**src/rtl/crc_link_sequencer.sv**
```systemverilog
// Round-robin sharing of one serial CRC-6 check engine between NLINK buffered links.
// Pops each granted packet bit-serially, steers the engine, then checks the trailing CRC bits.
module crc_link_sequencer #(
    parameter int NLINK = 4,
    parameter int LENW  = 12
) (
    input  logic                  Clock,
    input  logic                  Reset,
    input  logic [NLINK-1:0]      Req,
    input  logic [NLINK*LENW-1:0] Len,
    input  logic [NLINK-1:0]      Bit,
    output logic [NLINK-1:0]      BitRd,
    output logic                  CrcRst,
    output logic                  CrcStart,
    output logic                  CrcStop,
    output logic                  CrcDin,
    input  logic [5:0]            CrcVal,
    output logic                  Done,
    output logic [2:0]            DoneLink,
    output logic                  CrcErr,
    output logic                  LenErr,
    output logic [15:0]           PktCnt,
    output logic [15:0]           ErrCnt
);
    localparam int GW = (NLINK > 1) ? $clog2(NLINK) : 1;

    typedef enum logic [2:0] {IDLE, ARB, DATA, CRCB, CMP} state_t;

    state_t          r_state, w_next;
    logic [GW-1:0]   r_ptr, r_gnt, w_gnt, w_nptr;
    logic [GW:0]     w_idx;
    logic            w_any;
    logic [LENW-1:0] r_len, w_len;
    logic [LENW:0]   r_cnt;
    logic [5:0]      r_rx;
    logic            r_lenerr;
    logic            w_crcerr;
    logic            w_last;
    logic [15:0]     r_pkt_cnt, r_err_cnt;

    // First requester at or after the pointer: scan offsets high to low so the smallest wins.
    always_comb begin
        w_gnt = '0;
        w_any = 1'b0;
        w_idx = '0;
        for (int j = NLINK-1; j >= 0; j--) begin
            w_idx = {1'b0, r_ptr} + (GW+1)'(j);
            if (w_idx >= (GW+1)'(NLINK))
                w_idx = w_idx - (GW+1)'(NLINK);
            if (Req[w_idx[GW-1:0]]) begin
                w_gnt = w_idx[GW-1:0];
                w_any = 1'b1;
            end
        end
    end

    assign w_nptr   = (w_gnt == GW'(NLINK-1)) ? '0 : w_gnt + 1'b1;
    assign w_len    = Len[int'(w_gnt)*LENW +: LENW];
    assign w_last   = (r_cnt == {1'b0, r_len} - 1'b1);
    assign w_crcerr = (r_rx != CrcVal) & ~r_lenerr;

    always_comb begin
        w_next = r_state;
        case (r_state)
            IDLE: if (|Req) w_next = ARB;
            ARB: begin
                if (!w_any)            w_next = IDLE;
                else if (w_len == '0)  w_next = CRCB;
                else                   w_next = DATA;
            end
            DATA: if (w_last) w_next = CRCB;
            CRCB: if (r_cnt == (LENW+1)'(5)) w_next = CMP;
            CMP:  w_next = IDLE;
            default: w_next = IDLE;
        endcase
    end

    always_ff @(posedge Clock) begin
        if (Reset) begin
            r_state   <= IDLE;
            r_ptr     <= '0;
            r_gnt     <= '0;
            r_len     <= '0;
            r_cnt     <= '0;
            r_rx      <= '0;
            r_lenerr  <= 1'b0;
            r_pkt_cnt <= '0;
            r_err_cnt <= '0;
        end else begin
            r_state <= w_next;
            case (r_state)
                ARB: begin
                    r_cnt <= '0;
                    if (w_any) begin
                        r_gnt    <= w_gnt;
                        r_len    <= w_len;
                        r_lenerr <= (w_len < LENW'(2));
                        r_ptr    <= w_nptr;
                    end
                end
                DATA: r_cnt <= w_last ? '0 : r_cnt + 1'b1;
                CRCB: begin
                    r_rx  <= {r_rx[4:0], Bit[r_gnt]};
                    r_cnt <= r_cnt + 1'b1;
                end
                CMP: begin
                    r_pkt_cnt <= r_pkt_cnt + 1'b1;
                    if ((w_crcerr | r_lenerr) && r_err_cnt != 16'hFFFF)
                        r_err_cnt <= r_err_cnt + 1'b1;
                end
                default: ;
            endcase
        end
    end

    // Short packets still pop their bits but never start the engine.
    always_comb begin
        BitRd    = '0;
        CrcDin   = 1'b0;
        CrcStart = 1'b0;
        CrcStop  = 1'b0;
        Done     = 1'b0;
        DoneLink = '0;
        CrcErr   = 1'b0;
        LenErr   = 1'b0;
        CrcRst   = Reset | (r_state == ARB);
        case (r_state)
            DATA: begin
                BitRd[r_gnt] = 1'b1;
                CrcDin       = Bit[r_gnt];
                CrcStart     = ~r_lenerr & (r_cnt == '0);
                CrcStop      = ~r_lenerr & (r_cnt == {1'b0, r_len} - 2'd2);
            end
            CRCB: BitRd[r_gnt] = 1'b1;
            CMP: begin
                Done     = 1'b1;
                DoneLink = 3'(r_gnt);
                CrcErr   = w_crcerr;
                LenErr   = r_lenerr;
            end
            default: ;
        endcase
    end

    assign PktCnt = r_pkt_cnt;
    assign ErrCnt = r_err_cnt;
endmodule

```
**config.mk**
```make
export PLATFORM = sky130hd
export DESIGN_NAME = crc_link_sequencer
export DESIGN_NICKNAME = d
export VERILOG_FILES = /design/src/rtl/crc_link_sequencer.sv
export SDC_FILE = /design/constraint.sdc
export NUM_CORES = 1
export LEC_CHECK = 0
export CORE_MARGIN = 1
export CORE_UTILIZATION = 30
export CTS_CLUSTER_SIZE = 24
export DETAILED_ROUTE_END_ITERATION = 6
export GPL_ROUTABILITY_DRIVEN = 0
export MAX_ROUTING_LAYER = met4
export PLACE_DENSITY = 0.53
export SETUP_SLACK_MARGIN = 0.4
export SLEW_MARGIN = 20
export SYNTH_ARGS = -nofsm -noshare
export SYNTH_HDL_FRONTEND = slang
export SYNTH_SLANG_ARGS = --single-unit
```
**constraint.sdc**
```tcl
create_clock -name Clock -period 2.8 [get_ports Clock]
set_input_delay 0.56 -clock Clock [delete_from_list [all_inputs] [get_ports Clock]]
set_output_delay 0.56 -clock Clock [all_outputs]
set_load 0.01 [all_outputs]
```
# [Word-level counts from Yosys, hierarchy flattened]
# Index checks and enable logic that the tools add are counted.
[word_totals] mem_bits_ro=0 register_bits=71 out_inout_bits=46 wordCells=106 input_bits=64 n_memories=0 ram_bits=0 latchBits=0
[classes] shifts=1 multipliers=1 n_lt_le_gt_ge=11 addsub=13 n_reduce_logical=11 div_mod_pow=0 eq_ne=13 bitwise_logic=6 mux=41
[ops] op="48-bit by 7-bit variable part select with 12-bit output" n=1
[ops] op="13-bit one-hot mux with 3 select lines" n=1
[ops] op="16-bit by 1-bit adder with 16-bit output (second input constant)" n=2
[ops] op="13-bit equality test" n=2
[ops] op="2-bit 2-to-1 mux" n=11
[ops] op="1-bit 2-to-1 mux" n=17
[ops] op="16-bit != test (second input constant)" n=1
[ops] op="2-bit by 3-bit < comparator with 1-bit output (second input constant)" n=5
[ops] op="13-bit by 1-bit adder with 13-bit output (second input constant)" n=1
[ops] op="13-bit by 3-bit equality test with 1-bit output (second input constant)" n=1
[ops] op="13-bit zero test" n=1
[ops] op="13-bit 2-to-1 mux" n=1
[ops] op="12-bit by 1-bit subtractor with 13-bit output (second input constant)" n=1
[ops] op="12-bit by 2-bit subtractor with 13-bit output (second input constant)" n=1
[ops] op="12-bit zero test" n=1
[ops] op="12-bit by 2-bit < comparator with 1-bit output (second input constant)" n=1
[ops] op="3-bit one-hot mux with 4 select lines" n=1
[ops] op="1-bit binary-select mux with 2-bit select" n=5
[ops] op="3-bit greater-or-equal comparator (second input constant)" n=3
[ops] op="3-bit 2-to-1 mux" n=3
[ops] op="2-bit by 1-bit subtractor with 2-bit output (second input constant)" n=4
[ops] op="2-bit by 2-bit adder with 3-bit output (second input constant)" n=2
[ops] op="3-bit by 2-bit equality test with 1-bit output (second input constant)" n=2
[ops] op="2-bit != test (second input constant)" n=3
[ops] op="21 further kinds" n=26

# [Longest topological paths before layout]
[logic_depth] depth_word=15 depth_mapped=12 ltp_nobuf=10

# [Worst setup path before layout]
# No wires, ideal clock.
[synth_path] path_type="register -> output" start="register r_len[4]" end="output port CrcStop" required_time_ns=2.240 path_slack_ns=0.049 stages_incl_launch_ff=10 n_path_buf=1 t_arrival_ns=2.191 path_cell_list="dfxtp_1 buf_2 or4_4 nor4_4 nand3_1 o21ai_0 nor2_1 a211oi_1 a31oi_1 nor4_1"
[synth_via] elab_chain_cells=4
[synth_rtl] item="start: declaration" line_no="33" text="logic [LENW-1:0] r_len, w_len;"
[synth_rtl] item="start signal: assignment" line_no="96" text="r_len <= w_len;"
[synth_rtl] item="12-bit by 2-bit subtractor with 13-bit output" line_no="132" text="CrcStop = ~r_lenerr & (r_cnt == {1'b0, r_len} - 2'd2);"
[synth_rtl] item="13-bit equality test" line_no="132"
[synth_rtl] item="1-bit AND" line_no="132"
[synth_rtl] item="1-bit 2-to-1 mux" line_no="127" text="case (r_state)"
[synth_rtl] item="end: declaration" line_no="15" text="output logic CrcStop,"
# No other way between the ends.

# [Worst setup path after layout]
# Ends and elaborated chain as after synthesis.

==> impl_metrics.csv <==
group,metric,value,unit
outcome,outcome,"finished, violations left",
outcome,failed_checks,"setup timing",
layout,n_antenna_cell,0,
power_and_ir_drop,p_per_area,513.4,nW/µm²
synth,synth_nets,617,
critical_path,crit_required,2.24,ns
global_route,antenna_found_initial,0,
synth,synth_top_family_by_area,"simple AND/OR/NAND/NOR gates",
route,drtAntennaViolNets,0,
synth,yosys.area.top_type,"dfxtp_1",
placement,hpwl,9.237,mm
route,drtIter0Drc,179,
worst_hold_path,hold_class,"flip-flop to flip-flop",
route,via_per_inst,4.908,
sta,period_minus_slack,2.902,ns
flow_run,drv_cap,0,
die,row_count,43,
power_and_ir_drop,p_leak,2.562,nW
sta,worst_pin_slew,0.6772,ns
synth,synth_edf_count,0,
die,fp.dieW,122.4,µm
synth,synthFlopType,"dfxtp_1",
placement,dpl-instance-area,5929,µm²
sta,clock.fmax,344.5,MHz
clock_network,max-clock-path-buffers,2,
power_and_ir_drop,ir_worst_vdd,0.3464,mV
route,wl_per_cell,14.31,µm
critical_path,worst-endpoint-arrival,2.34,ns
die,die_h,122.4,µm
die,dieArea,14990,µm²
clock_network,cts_root_buf,"clkbuf_16",
sta,fin_skew,0.01079,ns
placement,port_buffers,108,
synth,ys_ff_latch,71,
sta,min_period_over_period,103.7,%
sta,worst_slack,-0.1024,ns
layout,finalNetCount,768,
clock_network,insertion_delay,0.34,ns
sta,finalSetupTns,-0.8809,ns
synth,synth-simple-area-share,26.25,%
synth,synth_adder_area_share,2.243,%
sta,finalHoldViolCount,0,
clock_network,cts-buffers-inserted,9,
die,ios,110,
layout,area_growth,51.35,%
sta,setup_viol,13,
layout,final_area,6586,µm²
synth,netlist_top_cells_count,"88 x nor2_1, 71 x dfxtp_1, 48 x nand2_1",
critical_path,critPathMaxFanout,4,
die,core,14040,µm²
sta,grt_setup_unrepaired,"yes",
die,initial_core_util,30.99,%
layout,drive_gt1_share,18.80,%
synth,ys_warn_count,0,
clock_network,cts.htree.levels,3,
global_route,grt_max_degree,61,
critical_path,path_class,"flip-flop to primary output",
sta,finalMaxSlewViolations,0,
route,drt-total-wl,12.62,mm
layout,utilization,46.90,%
global_route,track_usage,17.88,%
clock_network,cts.sink_count,71,
global_route,grt_pass1_wl,20.40,mm
synth,ys_top_cells_by_area,"dfxtp_1 33%, xor2_1 7.6%, nor2_1 7.6%",
global_route,grt_remaining_overflow,0,
route,first_pass_iters,5,
global_route,grt_pass1_vias,4194,
synth,synth.most_common_cell,"nor2_1",
synth,async_reset_ff_share,0,%
clock_network,path_clk_slew,0.06,ns
clock_network,cts_tree,"done",
sta,relSlewSlack,54.85,%
synth,synth_mux_area_share,9.488,%
synth,yosysSeqAreaShare,32.66,%
route,vias,4329,
critical_path,cp-end-kind,"primary output",
synth,synth-compound-area-share,10.44,%
synth,synth.cell_area,4352,µm²
synth,synth_cell_type_count,50,
synth,synth_top_area_share,32.66,%
route,drc,0,
critical_path,start_kind,"flip-flop",
synth,synthCells,546,
synth,syn_avg_cell_area,7.970,µm²
synth,synth-xor-area-share,13.89,%
[state kept, by name (all words and copies together), names as in the netlist]
| name | count |
|---|---|
| r_len | 12 |
| r_gnt | 2 |
| r_rx | 6 |
| PktCnt | 16 |
| r_state | 3 |
| ErrCnt | 16 |
| r_lenerr | 1 |
| r_cnt | 13 |
| r_ptr | 2 |
[cell families (layout without fill, tap and decap cells)]
group | count (synthesis) | after routing
other | 1 | 1
AO/OA/AOI/OAI | 74 | 74
multiplexers | 37 | 37
buffers and inverters | 47 | 203
adder cells (fa/ha/maj) | 8 | 8
XOR/XNOR | 69 | 69
AND/OR/NAND/NOR | 239 | 239
flip-flops | 71 | 71
[metrics by stage]
stage          hold slack [ns]  power (W)  setup WS, ns  cells
2_1_floorplan           0.4488   0.001702        0.2479    546
3_3_place_gp            0.4768   0.002056       -0.1194    852
3_5_place_dp            0.4751   0.002072       -0.2516    852
4_1_cts                 0.4855   0.003339       -0.2462    877
5_1_grt                 0.5230   0.003587       -0.3226    882
6_report                0.4814   0.003382       -0.1024    882
[cell type report]
cell class / count / area (µm²)
clock buffer: 10 / 229.0
clock inverter: 6 / 68.82
fill: 1395 / 7456
inverter: 12 / 45.04
multi-input combinational: 428 / 2912
sequential: 71 / 1424
tap: 180 / 225.2
timing repair buffer: 175 / 1683
[what timing repair did]
action,CTS,global route
pin swaps,21,13
endpoints found under the setup margin,30,33
resized for setup,49,27
buffers inserted,6,4
hold buffers,0,0
cloned,3,1
[routing by layer]
metal	wire length, µm	part of all wire, %	GRT usage [%]	up-vias
met3	683	5.4	5.948	11
met1	5796	46	21.08	2046
met5	0	0	-	-
li1	-	-	-	2191
met2	6007	48	29.28	81
met4	131	1.0	4.116	0
[worst paths after layout]
check | from | to | slack, ns | depth (start not counted)
hold reg to reg | r_rx[5] | r_rx[5] | 0.48 | 2
setup reg to reg | r_len[4] | r_cnt[12] | -0.07 | 13
setup / recovery | r_len[4] | CrcStop | -0.10 | 9
hold / removal | r_rx[5] | r_rx[5] | 0.48 | 2
[where the power goes]
| part | switching, W | internal, W |
|---|---|---|
| sequential | 0.0000446 | 0.00105 |
| clock | 0.000454 | 0.000696 |
| combinational | 0.000517 | 0.000624 |
| total | 0.00102 | 0.00237 |
[critical path, stage by stage (launching register included)]
cell      delay, ns
dfxtp_2        0.32
or4_4          0.55
nor4_4         0.25
nand3_1        0.11
o21ai_0        0.10
nor2_1         0.07
a211oi_2       0.19
a31oi_1        0.08
nor4_2         0.18
buf_2          0.17
[cells in the final DEF (no fill, tap or decap), types with 5 or more instances in the layout]
master           netlist  final
xnor2_1               31     30
ha_1                   7      7
o21ai_0               11     10
dlygate4sd2_1          0      9
inv_1                 12     12
a211oi_1               7      5
buf_2                  4      5
and3_1                11     11
nor2_1                88     88
clkbuf_16              0     10
buf_4                  3     56
xor2_1                38     38
nor4_1                10      7
nor3_1                14     13
mux2i_1               24     21
nand4_1               15     15
a21oi_1               38     33
nand3_1               24     24
mux2_2                11      7
or3_1                  7      7
clkdlybuf4s50_1        0     89
dfxtp_1               71     69
nand2_1               48     48
Note: power is estimated with default switching activity, not from simulation.
